**src/rtl/fpu_pkg.sv**
```systemverilog
// Shared FP32 definitions for the multiplier front end:
// rounding modes, constants, FSM states and operand classes.
package fpu_pkg;

    localparam logic [2:0] RNE = 3'd0;
    localparam logic [2:0] RTZ = 3'd1;
    localparam logic [2:0] RDN = 3'd2;
    localparam logic [2:0] RUP = 3'd3;
    localparam logic [2:0] RMM = 3'd4;

    localparam int          FP32_BIAS  = 127;
    localparam logic [31:0] CANON_NAN  = 32'h7FC00000;
    localparam logic [30:0] MAX_FINITE = 31'h7F7FFFFF;
    localparam logic [30:0] INF_MAG    = 31'h7F800000;

    typedef enum logic [1:0] {
        IDLE,
        MUL,
        NORM,
        DONE
    } state_e;

    typedef struct packed {
        logic zero;
        logic inf;
        logic nan;
        logic snan;
    } fp_cls_t;

    // Subnormals collapse to zero; quiet bit is frac[22].
    function automatic fp_cls_t classify(input logic [31:0] x);
        fp_cls_t c;
        logic    e_max;
        logic    f_nz;
        e_max  = (x[30:23] == 8'hFF);
        f_nz   = (x[22:0] != 23'd0);
        c.zero = (x[30:23] == 8'h00);
        c.inf  = e_max && !f_nz;
        c.nan  = e_max && f_nz;
        c.snan = e_max && f_nz && !x[22];
        return c;
    endfunction

    // Overflow result: inf or max finite depending on direction.
    function automatic logic [31:0] ovf_value(
        input logic       s,
        input logic [2:0] r
    );
        logic [30:0] mag;
        case (r)
            RTZ:     mag = MAX_FINITE;
            RDN:     mag = s ? INF_MAG : MAX_FINITE;
            RUP:     mag = s ? MAX_FINITE : INF_MAG;
            default: mag = INF_MAG;
        endcase
        return {s, mag};
    endfunction

endpackage

```
**src/rtl/fpu_mul_special.sv**
```systemverilog
// Combinational operand classifier for the FP32 multiplier.
// Produces per-operand classes and the bypass result.
module fpu_mul_special
    import fpu_pkg::*;
(
    input  logic [31:0] a_i,
    input  logic [31:0] b_i,
    output fp_cls_t     cls_a_o,
    output fp_cls_t     cls_b_o,
    output logic [31:0] special_value_o,
    output logic        invalid_o
);

    logic s;

    assign cls_a_o = classify(a_i);
    assign cls_b_o = classify(b_i);
    assign s       = a_i[31] ^ b_i[31];

    // Prioritised special-result selection.
    always_comb begin
        special_value_o = '0;
        invalid_o       = 1'b0;
        if (cls_a_o.snan || cls_b_o.snan ||
            (cls_a_o.inf && cls_b_o.zero) ||
            (cls_a_o.zero && cls_b_o.inf)) begin
            special_value_o = CANON_NAN;
            invalid_o       = 1'b1;
        end else if (cls_a_o.nan || cls_b_o.nan) begin
            special_value_o = CANON_NAN;
        end else if (cls_a_o.inf || cls_b_o.inf) begin
            special_value_o = {s, INF_MAG};
        end else if (cls_a_o.zero || cls_b_o.zero) begin
            special_value_o = {s, 31'd0};
        end
    end

endmodule

```
**src/rtl/fpu_mul_core.sv**
```systemverilog
// Iterative shift-add FP32 multiplier feeding fpu_rounder.
// Special operands and exponent range faults bypass the rounder.
module fpu_mul_core
    import fpu_pkg::*;
#(
    parameter int BIAS = FP32_BIAS,
    parameter int ITER = 24
) (
    input  logic        clk,
    input  logic        rst_n,
    input  logic        flush,
    input  logic        in_valid,
    output logic        in_ready,
    input  logic [31:0] a,
    input  logic [31:0] b,
    input  logic [2:0]  rm,
    output logic        out_valid,
    input  logic        out_ready,
    output logic [47:0] out_mantissa,
    output logic [8:0]  out_exponent,
    output logic        out_sign,
    output logic        out_guard,
    output logic        out_round,
    output logic        out_sticky,
    output logic [2:0]  out_rm,
    output logic        out_special,
    output logic [31:0] out_special_value,
    output logic        out_invalid,
    output logic        out_overflow,
    output logic        out_underflow
);

    state_e             state_q, state_d;
    logic [31:0]        a_q, a_d, b_q, b_d;
    logic [2:0]         rm_q, rm_d;
    logic [23:0]        mcand_q, mcand_d;
    logic [23:0]        mplier_q, mplier_d;
    logic [47:0]        acc_q, acc_d;
    logic [4:0]         cnt_q, cnt_d;
    logic signed [9:0]  exp_q, exp_d;
    logic [47:0]        mant_q, mant_d;
    logic [8:0]         oexp_q, oexp_d;
    logic [2:0]         grs_q, grs_d;
    logic               spc_q, spc_d;
    logic [31:0]        sval_q, sval_d;
    logic               inv_q, inv_d;
    logic               ovf_q, ovf_d;
    logic               unf_q, unf_d;

    fp_cls_t            cls_a, cls_b;
    logic [31:0]        sp_value;
    logic               sp_inv;
    logic               is_spc;
    logic               sign;
    logic signed [9:0]  e_n;
    logic [47:0]        m_n;

    fpu_mul_special u_special (
        .a_i             (a_q),
        .b_i             (b_q),
        .cls_a_o         (cls_a),
        .cls_b_o         (cls_b),
        .special_value_o (sp_value),
        .invalid_o       (sp_inv)
    );

    assign is_spc = (|cls_a) || (|cls_b);
    assign sign   = a_q[31] ^ b_q[31];
    assign e_n    = acc_q[47] ? exp_q + 10'sd1 : exp_q;
    assign m_n    = acc_q[47] ? acc_q : {acc_q[46:0], 1'b0};

    // Next-state and datapath update for the four-state sequencer.
    always_comb begin
        state_d  = state_q;
        a_d      = a_q;
        b_d      = b_q;
        rm_d     = rm_q;
        mcand_d  = mcand_q;
        mplier_d = mplier_q;
        acc_d    = acc_q;
        cnt_d    = cnt_q;
        exp_d    = exp_q;
        mant_d   = mant_q;
        oexp_d   = oexp_q;
        grs_d    = grs_q;
        spc_d    = spc_q;
        sval_d   = sval_q;
        inv_d    = inv_q;
        ovf_d    = ovf_q;
        unf_d    = unf_q;
        unique case (state_q)
            IDLE: begin
                if (in_valid) begin
                    a_d      = a;
                    b_d      = b;
                    rm_d     = rm;
                    mcand_d  = {1'b1, a[22:0]};
                    mplier_d = {1'b1, b[22:0]};
                    acc_d    = '0;
                    cnt_d    = '0;
                    exp_d    = {2'b00, a[30:23]}
                             + {2'b00, b[30:23]}
                             - 10'(BIAS);
                    state_d  = MUL;
                end
            end
            MUL: begin
                if (is_spc) begin
                    mant_d  = '0;
                    oexp_d  = '0;
                    grs_d   = '0;
                    spc_d   = 1'b1;
                    sval_d  = sp_value;
                    inv_d   = sp_inv;
                    ovf_d   = 1'b0;
                    unf_d   = 1'b0;
                    state_d = DONE;
                end else begin
                    if (mplier_q[0]) begin
                        acc_d = acc_q
                              + ({24'd0, mcand_q} << cnt_q);
                    end
                    mplier_d = mplier_q >> 1;
                    cnt_d    = cnt_q + 5'd1;
                    if (cnt_q == 5'(ITER - 1)) begin
                        state_d = NORM;
                    end
                end
            end
            NORM: begin
                mant_d  = m_n;
                oexp_d  = e_n[8:0];
                grs_d   = {m_n[23], m_n[22], |m_n[21:0]};
                spc_d   = 1'b0;
                sval_d  = '0;
                inv_d   = 1'b0;
                ovf_d   = 1'b0;
                unf_d   = 1'b0;
                if (e_n >= 10'sd255) begin
                    spc_d  = 1'b1;
                    ovf_d  = 1'b1;
                    sval_d = ovf_value(sign, rm_q);
                end else if (e_n <= 10'sd0) begin
                    spc_d  = 1'b1;
                    unf_d  = 1'b1;
                    sval_d = {sign, 31'd0};
                end
                state_d = DONE;
            end
            DONE: begin
                if (out_ready) begin
                    state_d = IDLE;
                end
            end
            default: state_d = IDLE;
        endcase
        if (flush) begin
            state_d = IDLE;
        end
    end

    // State and datapath registers with synchronous reset.
    always_ff @(posedge clk) begin
        if (!rst_n) begin
            state_q  <= IDLE;
            a_q      <= '0;
            b_q      <= '0;
            rm_q     <= '0;
            mcand_q  <= '0;
            mplier_q <= '0;
            acc_q    <= '0;
            cnt_q    <= '0;
            exp_q    <= '0;
            mant_q   <= '0;
            oexp_q   <= '0;
            grs_q    <= '0;
            spc_q    <= 1'b0;
            sval_q   <= '0;
            inv_q    <= 1'b0;
            ovf_q    <= 1'b0;
            unf_q    <= 1'b0;
        end else begin
            state_q  <= state_d;
            a_q      <= a_d;
            b_q      <= b_d;
            rm_q     <= rm_d;
            mcand_q  <= mcand_d;
            mplier_q <= mplier_d;
            acc_q    <= acc_d;
            cnt_q    <= cnt_d;
            exp_q    <= exp_d;
            mant_q   <= mant_d;
            oexp_q   <= oexp_d;
            grs_q    <= grs_d;
            spc_q    <= spc_d;
            sval_q   <= sval_d;
            inv_q    <= inv_d;
            ovf_q    <= ovf_d;
            unf_q    <= unf_d;
        end
    end

    assign in_ready          = (state_q == IDLE);
    assign out_valid         = (state_q == DONE);
    assign out_mantissa      = mant_q;
    assign out_exponent      = oexp_q;
    assign out_sign          = sign;
    assign out_guard         = grs_q[2];
    assign out_round         = grs_q[1];
    assign out_sticky        = grs_q[0];
    assign out_rm            = rm_q;
    assign out_special       = spc_q;
    assign out_special_value = sval_q;
    assign out_invalid       = inv_q;
    assign out_overflow      = ovf_q;
    assign out_underflow     = unf_q;

endmodule
```
**config.mk**
```make
export PLATFORM = sky130hd
export DESIGN_NAME = fpu_mul_core
export DESIGN_NICKNAME = d
export VERILOG_FILES = /design/src/rtl/fpu_pkg.sv /design/src/rtl/fpu_mul_special.sv /design/src/rtl/fpu_mul_core.sv
export SDC_FILE = /design/constraint.sdc
export NUM_CORES = 1
export LEC_CHECK = 0
export CORE_MARGIN = 2
export CORE_UTILIZATION = 61
export DETAILED_ROUTE_END_ITERATION = 16
export GPL_ROUTABILITY_DRIVEN = 0
export PLACE_DENSITY_LB_ADDON = 0.15
export SLEW_MARGIN = 10
export SYNTH_ARGS = -nofsm -noshare
export SYNTH_HDL_FRONTEND = slang
export SYNTH_SLANG_ARGS = --single-unit
```
**constraint.sdc**
```tcl
create_clock -name clk -period 7.2 [get_ports clk]
set_input_delay 1.08 -clock clk [delete_from_list [all_inputs] [get_ports clk]]
set_output_delay 1.08 -clock clk [all_outputs]
set_load 0.1 [all_outputs]
```
Word level (Yosys, flattened, before mapping)

Index checks and enable logic that the tools add are counted.

Bits in registers: 276
Bits in latches: 0
RAM bits: 0
Memory bits (read-only): 0
Input port bits: 72
Word-level logic and storage cells: 123
Memories: 0

Add/sub/neg operators: 5
Multiply operators: 0
Div/mod/pow operators: 0
Magnitude comparators: 2
Equal/unequal tests: 15
Shift-type cells: 1
Multiplexer cells: 46
Bitwise logic cells: 2
Reduce and logical (&&, ||, !) cells: 35

Operator list:

| kind                  | count |
|---|---|
| $mux 48               | 5 |
| $mux 32               | 7 |
| $pmux 48 s2           | 2 |
| $mux 24               | 4 |
| $pmux 24 s3           | 1 |
| $pmux 32 s2           | 1 |
| $add 48x48->48        | 1 |
| $pmux 24 s2           | 1 |
| $shl 24x5->48         | 1 |
| $reduce_bool 23->1    | 2 |
| $reduce_or 22->1      | 1 |
| $pmux 9 s2            | 1 |
| $eq 8x8->1 const B    | 2 |
| $logic_not 8->1       | 2 |
| $add 10x2->10 const B | 1 |
| $ge 10x9->1 const B   | 1 |
| $le 10x1->1 const B   | 1 |
| $mux 10               | 1 |
| $mux 5                | 2 |
| $pmux 5 s2            | 1 |
| $sub 9x7->10 const B  | 1 |
| $add 8x8->9           | 1 |
| $mux 9                | 1 |
| $logic_and 1x1->1     | 8 |
| other kinds (26)      | 57 |

Longest topological paths before layout

Word-level depth: 9
Mapped depth: 22
Gate-level depth less buffers: 19

Hierarchy

From an unflattened synthesis, not the netlist that was laid out.

Cell total of the unflattened synthesis: 1,884
Area, all modules: 15,283.4 sq um

Modules (own cells, without submodules):

| module          | times used | cells an instance | area each (sq um) | sequential area each (sq um) |
|---|---|---|---|---|
| fpu_mul_core    | 1          | 1,809             | 14,765.4          | 5,024.8 |
| fpu_mul_special | 1          | 75                | 518.0             | 0.0 |

Worst setup path after synthesis

No wires, ideal clock.

Kind: flip-flop to flip-flop
Start point: register cnt_q[0]
End point: register acc_q[17]
Arrival: 3.818 ns
Data required time: 7.083 ns
Slack: 3.265 ns
Cell stages (with the launch flop): 18
Path through: dfxtp_1 -> buf_2 -> buf_2 -> buf_1 -> mux2i_1 -> mux2i_1 -> mux2_2 -> nor2_1 -> ha_1 -> and3_1 -> and3_1 -> o211a_1 -> o21ai_2 -> a21oi_1 -> o21a_1 -> o21a_1 -> or3_1 -> a32o_1

Cells in the longest elaborated chain, start to end: 5

RTL lines:

| item                     | RTL line            | RTL |
|---|---|---|
| start: declaration       | fpu_mul_core.sv:39  | `logic [4:0] cnt_q, cnt_d;` |
| start signal: assignment | fpu_mul_core.sv:190 | `cnt_q <= cnt_d;` |
| $shl 24x5->48            | fpu_mul_core.sv:121 | `+ ({24'd0, mcand_q} << cnt_q);` |
| $add 48x48->48           | fpu_mul_core.sv:121 |  |
| $mux 48                  | fpu_mul_core.sv:119 | `if (mplier_q[0]) begin` |
| $mux 48                  | fpu_mul_core.sv:108 | `if (is_spc) begin` |
| $pmux 48 s2              | fpu_mul_core.sv:91  | `unique case (state_q)` |
| end signal: assignment   | fpu_mul_core.sv:171 | `acc_q <= '0;` |
| end signal: assignment   | fpu_mul_core.sv:189 | `acc_q <= acc_d;` |
| end: declaration         | fpu_mul_core.sv:38  | `logic [47:0] acc_q, acc_d;` |

No other way between the ends. The select of a mux whose other input is x is not followed.
A chain may end at the register's enable or synchronous reset.

Worst setup path after layout

Start point: register cnt_q[1]
End point: register acc_q[45]

Same word-level chain as after synthesis.

==> key figures <==
Detailed routing
  – Number of routed nets with antenna violations: 0
  – DRC Markers: 0
  – Vias per cell: 6.10
  – DR WL met3: 2700 um
  – M1 WL: 14800 um
  – Pre-Repair DR Iteration Count: 8
  – DR WL met2: 16500 um
  – DRT iter0 DRCs: 925
  – Top Metal Used: met4
  – Wire length per cell: 17.1 um
  – Post-Route WL: 35300 um
  – Via Count: 12.6k

Floorplanning
  – Rows: 54
  – Chip width: 153 um
  – Die Y-Extent: 153 um
  – # IOs: 174
  – Full die area: 0.0235 mm^2
  – Core ar.: 0.0218 mm^2
  – Initial Util: 62.2%

Yosys
  – Cell accounting for the most synthesized area: dfxtp_1
  – Synthesized area: 0.0136 mm^2
  – Cells after Synth: 1687
  – Post-synthesis sequential area ratio: 33.0%
  – Main synth FF type: dfxtp_1
  – Post-Syn Area per Cell: 8.05 um^2
  – Flops & latches, synth: 224
  – Post-synthesis net count: 1829
  – Async set-or-reset flop fraction in the synthesized netlist: 0%
  – Synth cell types: 73
  – Commonest cells post-synth: 260 x nand2_1, 224 x dfxtp_1, 172 x nor2_1
  – Most common cell in the netlist: nand2_1
  – Top cells by area, synth: dfxtp_1 33%, nand2_1 7.2%, ha_1 6.3%
  – EDFF count, synth: 0
  – Post-synth top area share: 33.0%
  – Yosys warning total: 0

Worst setup path
  – Crit-path slowest cell: dfxtp_1
  – Setup crit start: cnt_q[1]$_SDFFE_PN0P_
  – FF-to-FF path depth: 17
  – Slack of the worst reg-to-reg path: 2230 ps
  – Worst Setup Path Type: register to register
  – FF-to-FF Start: cnt_q[1]$_SDFFE_PN0P_
  – Worst r2r dst: acc_q[45]$_SDFFE_PN0P_
  – CP top delay family: compound AO/OA/AOI/OAI gates
  – Buf/Inv on CP: 1
  – CP max stage delay: 1080 ps
  – Critical Path AT: 5350 ps
  – Crit-path max FO: 28
  – Critical path, cell by cell: buf_4 > mux2_2 > nand2_1 > o21ai_0 > mux2_2 > o21ai_0 > o22ai_1 > ha_1 > a21oi_1 > o21bai_1 > a31oi_1 > o21bai_1 > a221oi_1 > o31ai_2 > a21oi_1 > xor2_1 > o21ai_1
  – Required @ worst endpoint: 7580 ps
  – Setup crit end kind: register
  – Worst setup SP type: register

Power
  – Pwr/cell area: 196 mW/mm^2
  – Worst vdd ir: 0.204 mV
  – Pleak: 6.11 nW
  – Power Total: 3.13 mW

Clock network
  – Clock Tree Root: clkbuf_16
  – Bufs on Longest Clock Path: 3
  – # H-tree levels: 1
  – Resized cells post-CTS: 0
  – CTS Sinks: 224
  – Post-CTS Setup Bufs: 0
  – Cts bufs inserted: 25
  – Clk Latency, worst-skew pair: 540 ps
  – Clk pin slew, worst setup/hold paths: 60 ps
  – Hold-fix buffer count after cts: 0
  – CTS tree: done

Cells and area
  – Final Cell Area: 0.0160 mm^2
  – Layout cells sized above 1: 8.60%
  – Footprint of the multi-input gates: 0.00834 mm^2
  – Post-layout nets: 1902
  – Diodes inserted: 0
  – Layout area overhead: 17.8%
  – Final Non-Filler Cells: 2059
  – Number of fill cells: 1708
  – Reg area: 0.00449 mm^2

Timing
  – Clock Skews: 8.89 ps
  – Slew @ Worst Pin: 1140 ps
  – Final hold slack: 457 ps
  – Setup TNS: 0 ps
  – Fmax: 0.201 GHz
  – Final critical-path share of the clock period: 69.1%
  – Final hold violation count: 0
  – Pins Over Slew Limit: 0
  – RSZ-0062 raised after global routing: no
  – Max-slew headroom: 24.1%
  – Setup violators final: 0
  – Min cycle time layout: 4970 ps

Global routing
  – GRT overflow: 0
  – First-pass GRT wire length: 57800 um
  – Initial antenna violation count: 1
  – Vias in the first global route: 11.9k
  – GRT Total Usage: 29.1%
  – Largest net degree at the start of global routing: 108

Job
  – Total of max-cap violations: 0

Placed design
  – Inst Count DP: 2013
  – DP Area: 0.0151 mm^2
  – PortBufs: 173
  – Post-DP HPWL: 25000 um

Min path
  – Min-delay src: b_q[17]$_SDFFE_PN0P_
  – Hold crit path type: register to register
  – Worst Hold End: b_q[17]$_SDFFE_PN0P_
  – Hold Crit Depth: 2

Run status
  – Status: completed
## kinds of logic after synthesis
kind of cell / after synthesis / share of synthesized area (%)
AO/OA/AOI/OAI: 435 / 20.5
XOR/XNOR: 59 / 3.86
adder cells (fa/ha/maj): 70 / 6.56
buffers and inverters: 174 / 5.82
flip-flops: 224 / 33.0
multiplexers: 132 / 11.1
AND/OR/NAND/NOR: 593 / 19.1
## routing by layer
metal	vias up	track usage [%]
met3	95	5.73
li1	6137	-
met4	0	11.0
met1	5849	37.7
met2	484	48.1
met5	-	0
## state kept, by name, summed over array words and instances (netlist names), 2 cells and up
register	count
mplier_q	24
out_rm	3
state_q	2
a_q	32
out_mantissa	48
out_exponent	9
out_special_value	5
acc_q	48
exp_q	10
cnt_q	5
b_q	32
## report_power, final
group / internal (mW) / leakage [nW] / switching, mW
registers: 1.29 / 1.82 / 0.0453
logic: 0.184 / 3.87 / 0.297
clock network: 0.796 / 0.414 / 0.521
total: 2.27 / 6.11 / 0.863
## placed cells by master, fill, tap and decap left out, types with 4 or more instances in the layout
cell               n
a211oi_1          31
a21boi_0           4
a21o_1            15
a21oi_1          155
a22oi_1           63
a31oi_1            9
and2_1            11
and3_1            10
buf_4             14
clkbuf_1           7
clkbuf_16         25
clkbuf_8           4
clkdlybuf4s50_1  173
dfxtp_1          223
ha_1              67
inv_1             30
mux2_2            62
mux2i_1           61
mux4_2             9
nand2_1          259
nand2b_1           7
nand3_1           37
nand4_1           28
nor2_1           171
nor2b_1            9
nor3_1            13
nor4_1            16
o211ai_1           5
o21a_1             8
o21ai_0           66
o21ai_1            5
o21bai_1          12
o22ai_1           17
o31ai_1            4
or3_1              7
or4_1              8
xnor2_1           36
xor2_1            22
## tightest hold or removal path: cells and delay by family, from the launching register on
kind	cells	cell delay, ps
simple gates	1	50
compound gates	1	50
flops	1	310
## area by class of cell
type	count	area share, %
flip-flops and latches	224	28.0
inverters	33	0.806
repair buffers	187	11.5
clock buffers	36	4.42
well taps	280	2.19
multi-input cells	1289	52.1
clock inverters	10	0.931
## worst max-delay path by stage
stage,cells past startpoint,end,slack [ps]
finish,17,acc_q[45]$_SDFFE_PN0P_,2230
global route,16,acc_q[46]$_SDFFE_PN0P_,1930
CTS,17,acc_q[45]$_SDFFE_PN0P_,2330
detailed placement,18,acc_q[47]$_SDFFE_PN0P_,2390
global placement,17,acc_q[46]$_SDFFE_PN0P_,2540
floorplan,17,acc_q[17]$_SDFFE_PN0P_,3260
## stage by stage
stage / worst slack (ps) / utilization [%]
2_1_floorplan: 3260 / -
3_3_place_gp: 2540 / 69.4
3_5_place_dp: 2390 / 69.4
4_1_cts: 2330 / 73.3
5_1_grt: 1930 / 73.3
6_report: 2230 / 73.3
No activity file was read; power rests on OpenSTA's default activity.
==> variant 1, RTL diff (config.mk and constraints unchanged) <==
Register the output `out_underflow` once more, without a reset; this adds one clock of latency there. The other outputs are not delayed to match.
--- a/src/rtl/fpu_mul_core.sv
+++ b/src/rtl/fpu_mul_core.sv
@@ -214,5 +214,7 @@
     assign out_invalid       = inv_q;
     assign out_overflow      = ovf_q;
-    assign out_underflow     = unf_q;
+    always_ff @(posedge clk) begin
+        out_underflow <= unf_q;
+    end
 
 endmodule
Check against the original RTL: no difference found for any inputs over 4 cycles, from zero or initial values and one cycle with rst_n low; that may be too few to reach the edited logic, so the function may still have changed.
==> variant 1 against the original RTL <==
Routed wire length hardly changed; global-route usage hardly changed; final area is 0.43% higher; sequential cell count is 1 higher; first-iteration DRC count is 4.0% lower; clock power is 3% higher; die area is 0.14% higher; synthesized area is 0.15% higher; worst setup slack better by 170 ps; sequential power hardly changed; clock skew is 5.7 ps higher; synthesized cell count hardly changed; total power is 1.6% higher.
==> variant 1: results (changes against the original RTL) <==
status completed; Net count, final 1905 (+0.16%); net count after synthesis 1830 (+0.055%); number of stages on the worst hold path 0 (-2); end point of the most critical hold path out_underflow; clock root buffer clkbuf_16; wire length of the first global-routing pass 58.0 mm (+0.27%); CTS resizes 0 (unchanged); Netlist cell types 73 (unchanged); share of cells above drive strength 1 0.0898 (+0.00383); number of port buffers 173 (unchanged); R2R Setup Slk 2400 ps (+170 ps); violation count after the first detailed-route iteration 888 (-4.0%); launch instance of the worst register-to-register path cnt_q[1]; routed wire length per instance 17.1 um (about the same); Vias/cell 6.07 (-0.53%); cell leakage power 6.16 nW (+0.79%); leading post-synthesis cells by cell area dfxtp_1, nand2_1, ha_1; share of synthesized flip-flops with an asynchronous set or reset 0 (unchanged); count of inserted antenna diode cells 0 (unchanged); number of global-route vias before repair 11553 (-3.0%); Hold WC Path Type reg -> reg; hold wc startpoint unf_q; htree depth 1 (unchanged); largest net degree at the start of global routing 98 (-9.3%); number of hold violations in the final report 0 (unchanged); Filler Cells Inserted 1711 (+0.18%); post-CTS repair timing setup buffer count 0 (unchanged); total global routing track utilization 0.291 (+0.000370); maximum VDD drop 0.000191 V (-6.3%); Post-synth top cells nand2_1, dfxtp_1, nor2_1; Pint 0.00230 W (+1.5%); worst setup slack after placement 2500 ps (+101 ps); Synth Flop Type dfxtp_1; number of antenna violations at the first check in global routing 1 (unchanged); destination of the worst register-to-register timing path acc_q[46]; DRT Pass-1 Iters 5 (-3); data arrival time of the critical path 5230 ps (-120 ps); Yosys warning count 0 (unchanged); CTS clock-pin slew for the worst setup and hold paths 60 ps (about the same); Final Skew 14.6 ps (+5.70 ps); sequential element share of the synthesized area 0.331 (+0.000986); DP Wirelength 25.3 mm (+1.3%); worst-path fanout max 29 (+3.6%); reg2reg path depth 15 (-2); worst rel slew slack 0.191 (-0.0503)
variant 1: cell types whose count changed after synthesis:
cell	before	now
dfxtp_1	224	225
variant 1: logic make-up (layout without fill, tap and decap cells):
kind of cell	count (synthesis)	after routing	share of synthesized area
AND/OR/NAND/NOR	593	593	0.191
AO/OA/AOI/OAI	435	435	0.204
flip-flops	225	225	0.331
buffers and inverters	174	267	0.0581
multiplexers	132	132	0.111
adder cells (fa/ha/maj)	70	70	0.0655
XOR/XNOR	59	59	0.0386
variant 1: how the worst max path moves through the flow:
stage | from | end | slack [ps] | cells after the start
6_report | cnt_q[1] | acc_q[46] | 2400 | 15
3_3_place_gp | cnt_q[1] | acc_q[46] | 2600 | 15
5_1_grt | cnt_q[1] | acc_q[46] | 2020 | 16
2_1_floorplan | cnt_q[0] | acc_q[17] | 3260 | 17
3_5_place_dp | cnt_q[1] | acc_q[46] | 2500 | 15
4_1_cts | cnt_q[1] | acc_q[47] | 2490 | 18
variant 1: critical path: stages (launching register included):
cell and delay [ps]:
dfxtp_1 1070, buf_4 320, mux4_2 320, mux2i_1 290
mux2_2 270, o22ai_1 110, ha_1 380, a21oi_1 320
o21ai_0 230, nor2_1 160, nand4_1 140, a21oi_2 270
o21a_1 250, o31ai_2 110, a21o_1 200, a211o_1 240
variant 1: routing by layer:
metal,track usage,share of wire
met5,0,0
met4,0.0944,0.031
met2,0.487,0.47
met1,0.385,0.43
met3,0.0473,0.074
variant 1: cell type report:
class	count	area, sq um	share of cell area
multi-input cells	1289	8340	0.519
clock inverters	12	164	0.0102
flip-flops and latches	225	4510	0.281
well taps	280	350	0.0218
repair buffers	189	1850	0.115
inverters	33	129	0.00802
clock buffers	33	726	0.0452
variant 1: power by group through the flow:
stage               logic [W]  registers [W]  clock network, W
CTS                  0.000477        0.00134           0.00138
global route         0.000527        0.00135           0.00143
detailed placement   0.000473        0.00137                 0
finish               0.000481        0.00134           0.00136
floorplan            0.000327        0.00137                 0
global placement     0.000464        0.00137                 0
variant 1: through the flow:
stage / power, W / area [sq um] / cells / hold slack (ps)
finish: 0.00318 / 16100 / 2061 / 367
global route: 0.00330 / 16100 / 2061 / 371
CTS: 0.00319 / 16100 / 2061 / 363
detailed placement: 0.00184 / 15200 / 2016 / 350
global placement: 0.00183 / 15200 / 2016 / 343
floorplan: 0.00169 / 13600 / 1688 / 331
==> variant 2, RTL diff (config.mk and constraints unchanged) <==
Without the edit above. `ITER`: 24 -> 12.
--- a/src/rtl/fpu_mul_core.sv
+++ b/src/rtl/fpu_mul_core.sv
@@ -5,5 +5,5 @@
 #(
     parameter int BIAS = FP32_BIAS,
-    parameter int ITER = 24
+    parameter int ITER = 12
 ) (
     input  logic        clk,
Function: same outputs for any inputs over 4 cycles, from zero or initial values and one cycle with rst_n low; that may be too few to reach the edited logic, so the function may still have changed.
==> variant 2 against the original RTL <==
Final area is 0.42% higher; total power is 0.25% higher; largest power group unchanged; cell count is 0.92% higher; first-iteration DRC count is 3.9% higher; synthesized area is 1.2% higher; worst setup slack worse by 54 ps; critical endpoint is now acc_q[35]; non-clock buffer count stayed put; sequential cell count stayed put; sequential share of layout area is 0.12 points lower; routed wire length is 3.7% higher.
==> variant 2: results (changes against the original RTL) <==
worst rel slew slack 0.250 (+0.00948); worst-path fanout max 27 (-3.6%); met1 layer usage reported by global route 0.368 (-0.00913); met2 demand-to-capacity share in global routing 0.526 (+0.0449); Initial Util 0.625 (+0.00352); detailed-route via count 12923 (+2.8%); met1 wire length 14.8 mm (-0.22%); Clock buffers and inverters, area share 0.0517 (-0.00178); total global routing track utilization 0.298 (+0.00706); adder and majority cell fraction of the synthesized area 0.0649 (-0.000771); Switching Share 0.284 (+0.00881); buffering overhead 0.114 (-0.000483); Netlist cell types 83 (+14%); proportion of cell area occupied by multi-input gates 0.526 (+0.00521); cell count after placement 2035 (+1.1%); clock buf count 31 (-14%); multiplexer share of the synthesized area 0.109 (-0.00231); number of sequential storage elements 224 (unchanged); share of the final layout cell area in sequential cells 0.279 (-0.00118); largest stage delay on the critical path 990 ps (-90 ps); Final Skew 7.94 ps (-0.948 ps); sequential element share of the synthesized area 0.327 (-0.00388); data arrival time of the critical path 5480 ps (+130 ps); Vias/cell 6.22 (+1.9%); met3 track demand over resource 0.0476 (-0.00964); status completed; Post-synth top cells nand2_1, dfxtp_1, a21oi_1; DRT Pass-1 Iters 6 (-2); violation count after the first detailed-route iteration 961 (+3.9%); number of global-route vias before repair 12123 (+1.8%); largest net degree at the start of global routing 112 (+3.7%); leading post-synthesis cells by cell area dfxtp_1, nand2_1, a21oi_1
[variant 2: cell count changes in the layout (fill, tap and decap cells not counted), moves of 7 or more]
cell      unedited run  this run
a21oi_1            155       172
nand2_1            259       273
o21bai_1            12         2
a21o_1              15        23
xor2_1              22        30
inv_1               30        23
[variant 2: kinds of logic (layout without fill, tap and decap cells)]
logic type                 Yosys count  count (layout)
and+or+nand+nor                    594             594
adders and majority gates           70              70
buffers and inverters              175             256
AOI/OAI and AO/OA                  460             460
DFF                                224             224
muxes                              132             132
xor gates and xnor gates            62              62
[variant 2: path summary, 6_finish.rpt]
| path | from | end | slack (ps) | cells past startpoint |
|---|---|---|---|---|
| worst max-delay path | cnt_q[1] | acc_q[35] | 2170 | 17 |
| worst min-delay path | b_q[19] | b_q[19] | 460 | 2 |
| worst max register to register | cnt_q[1] | acc_q[35] | 2170 | 17 |
| worst min register to register | b_q[19] | b_q[19] | 460 | 2 |
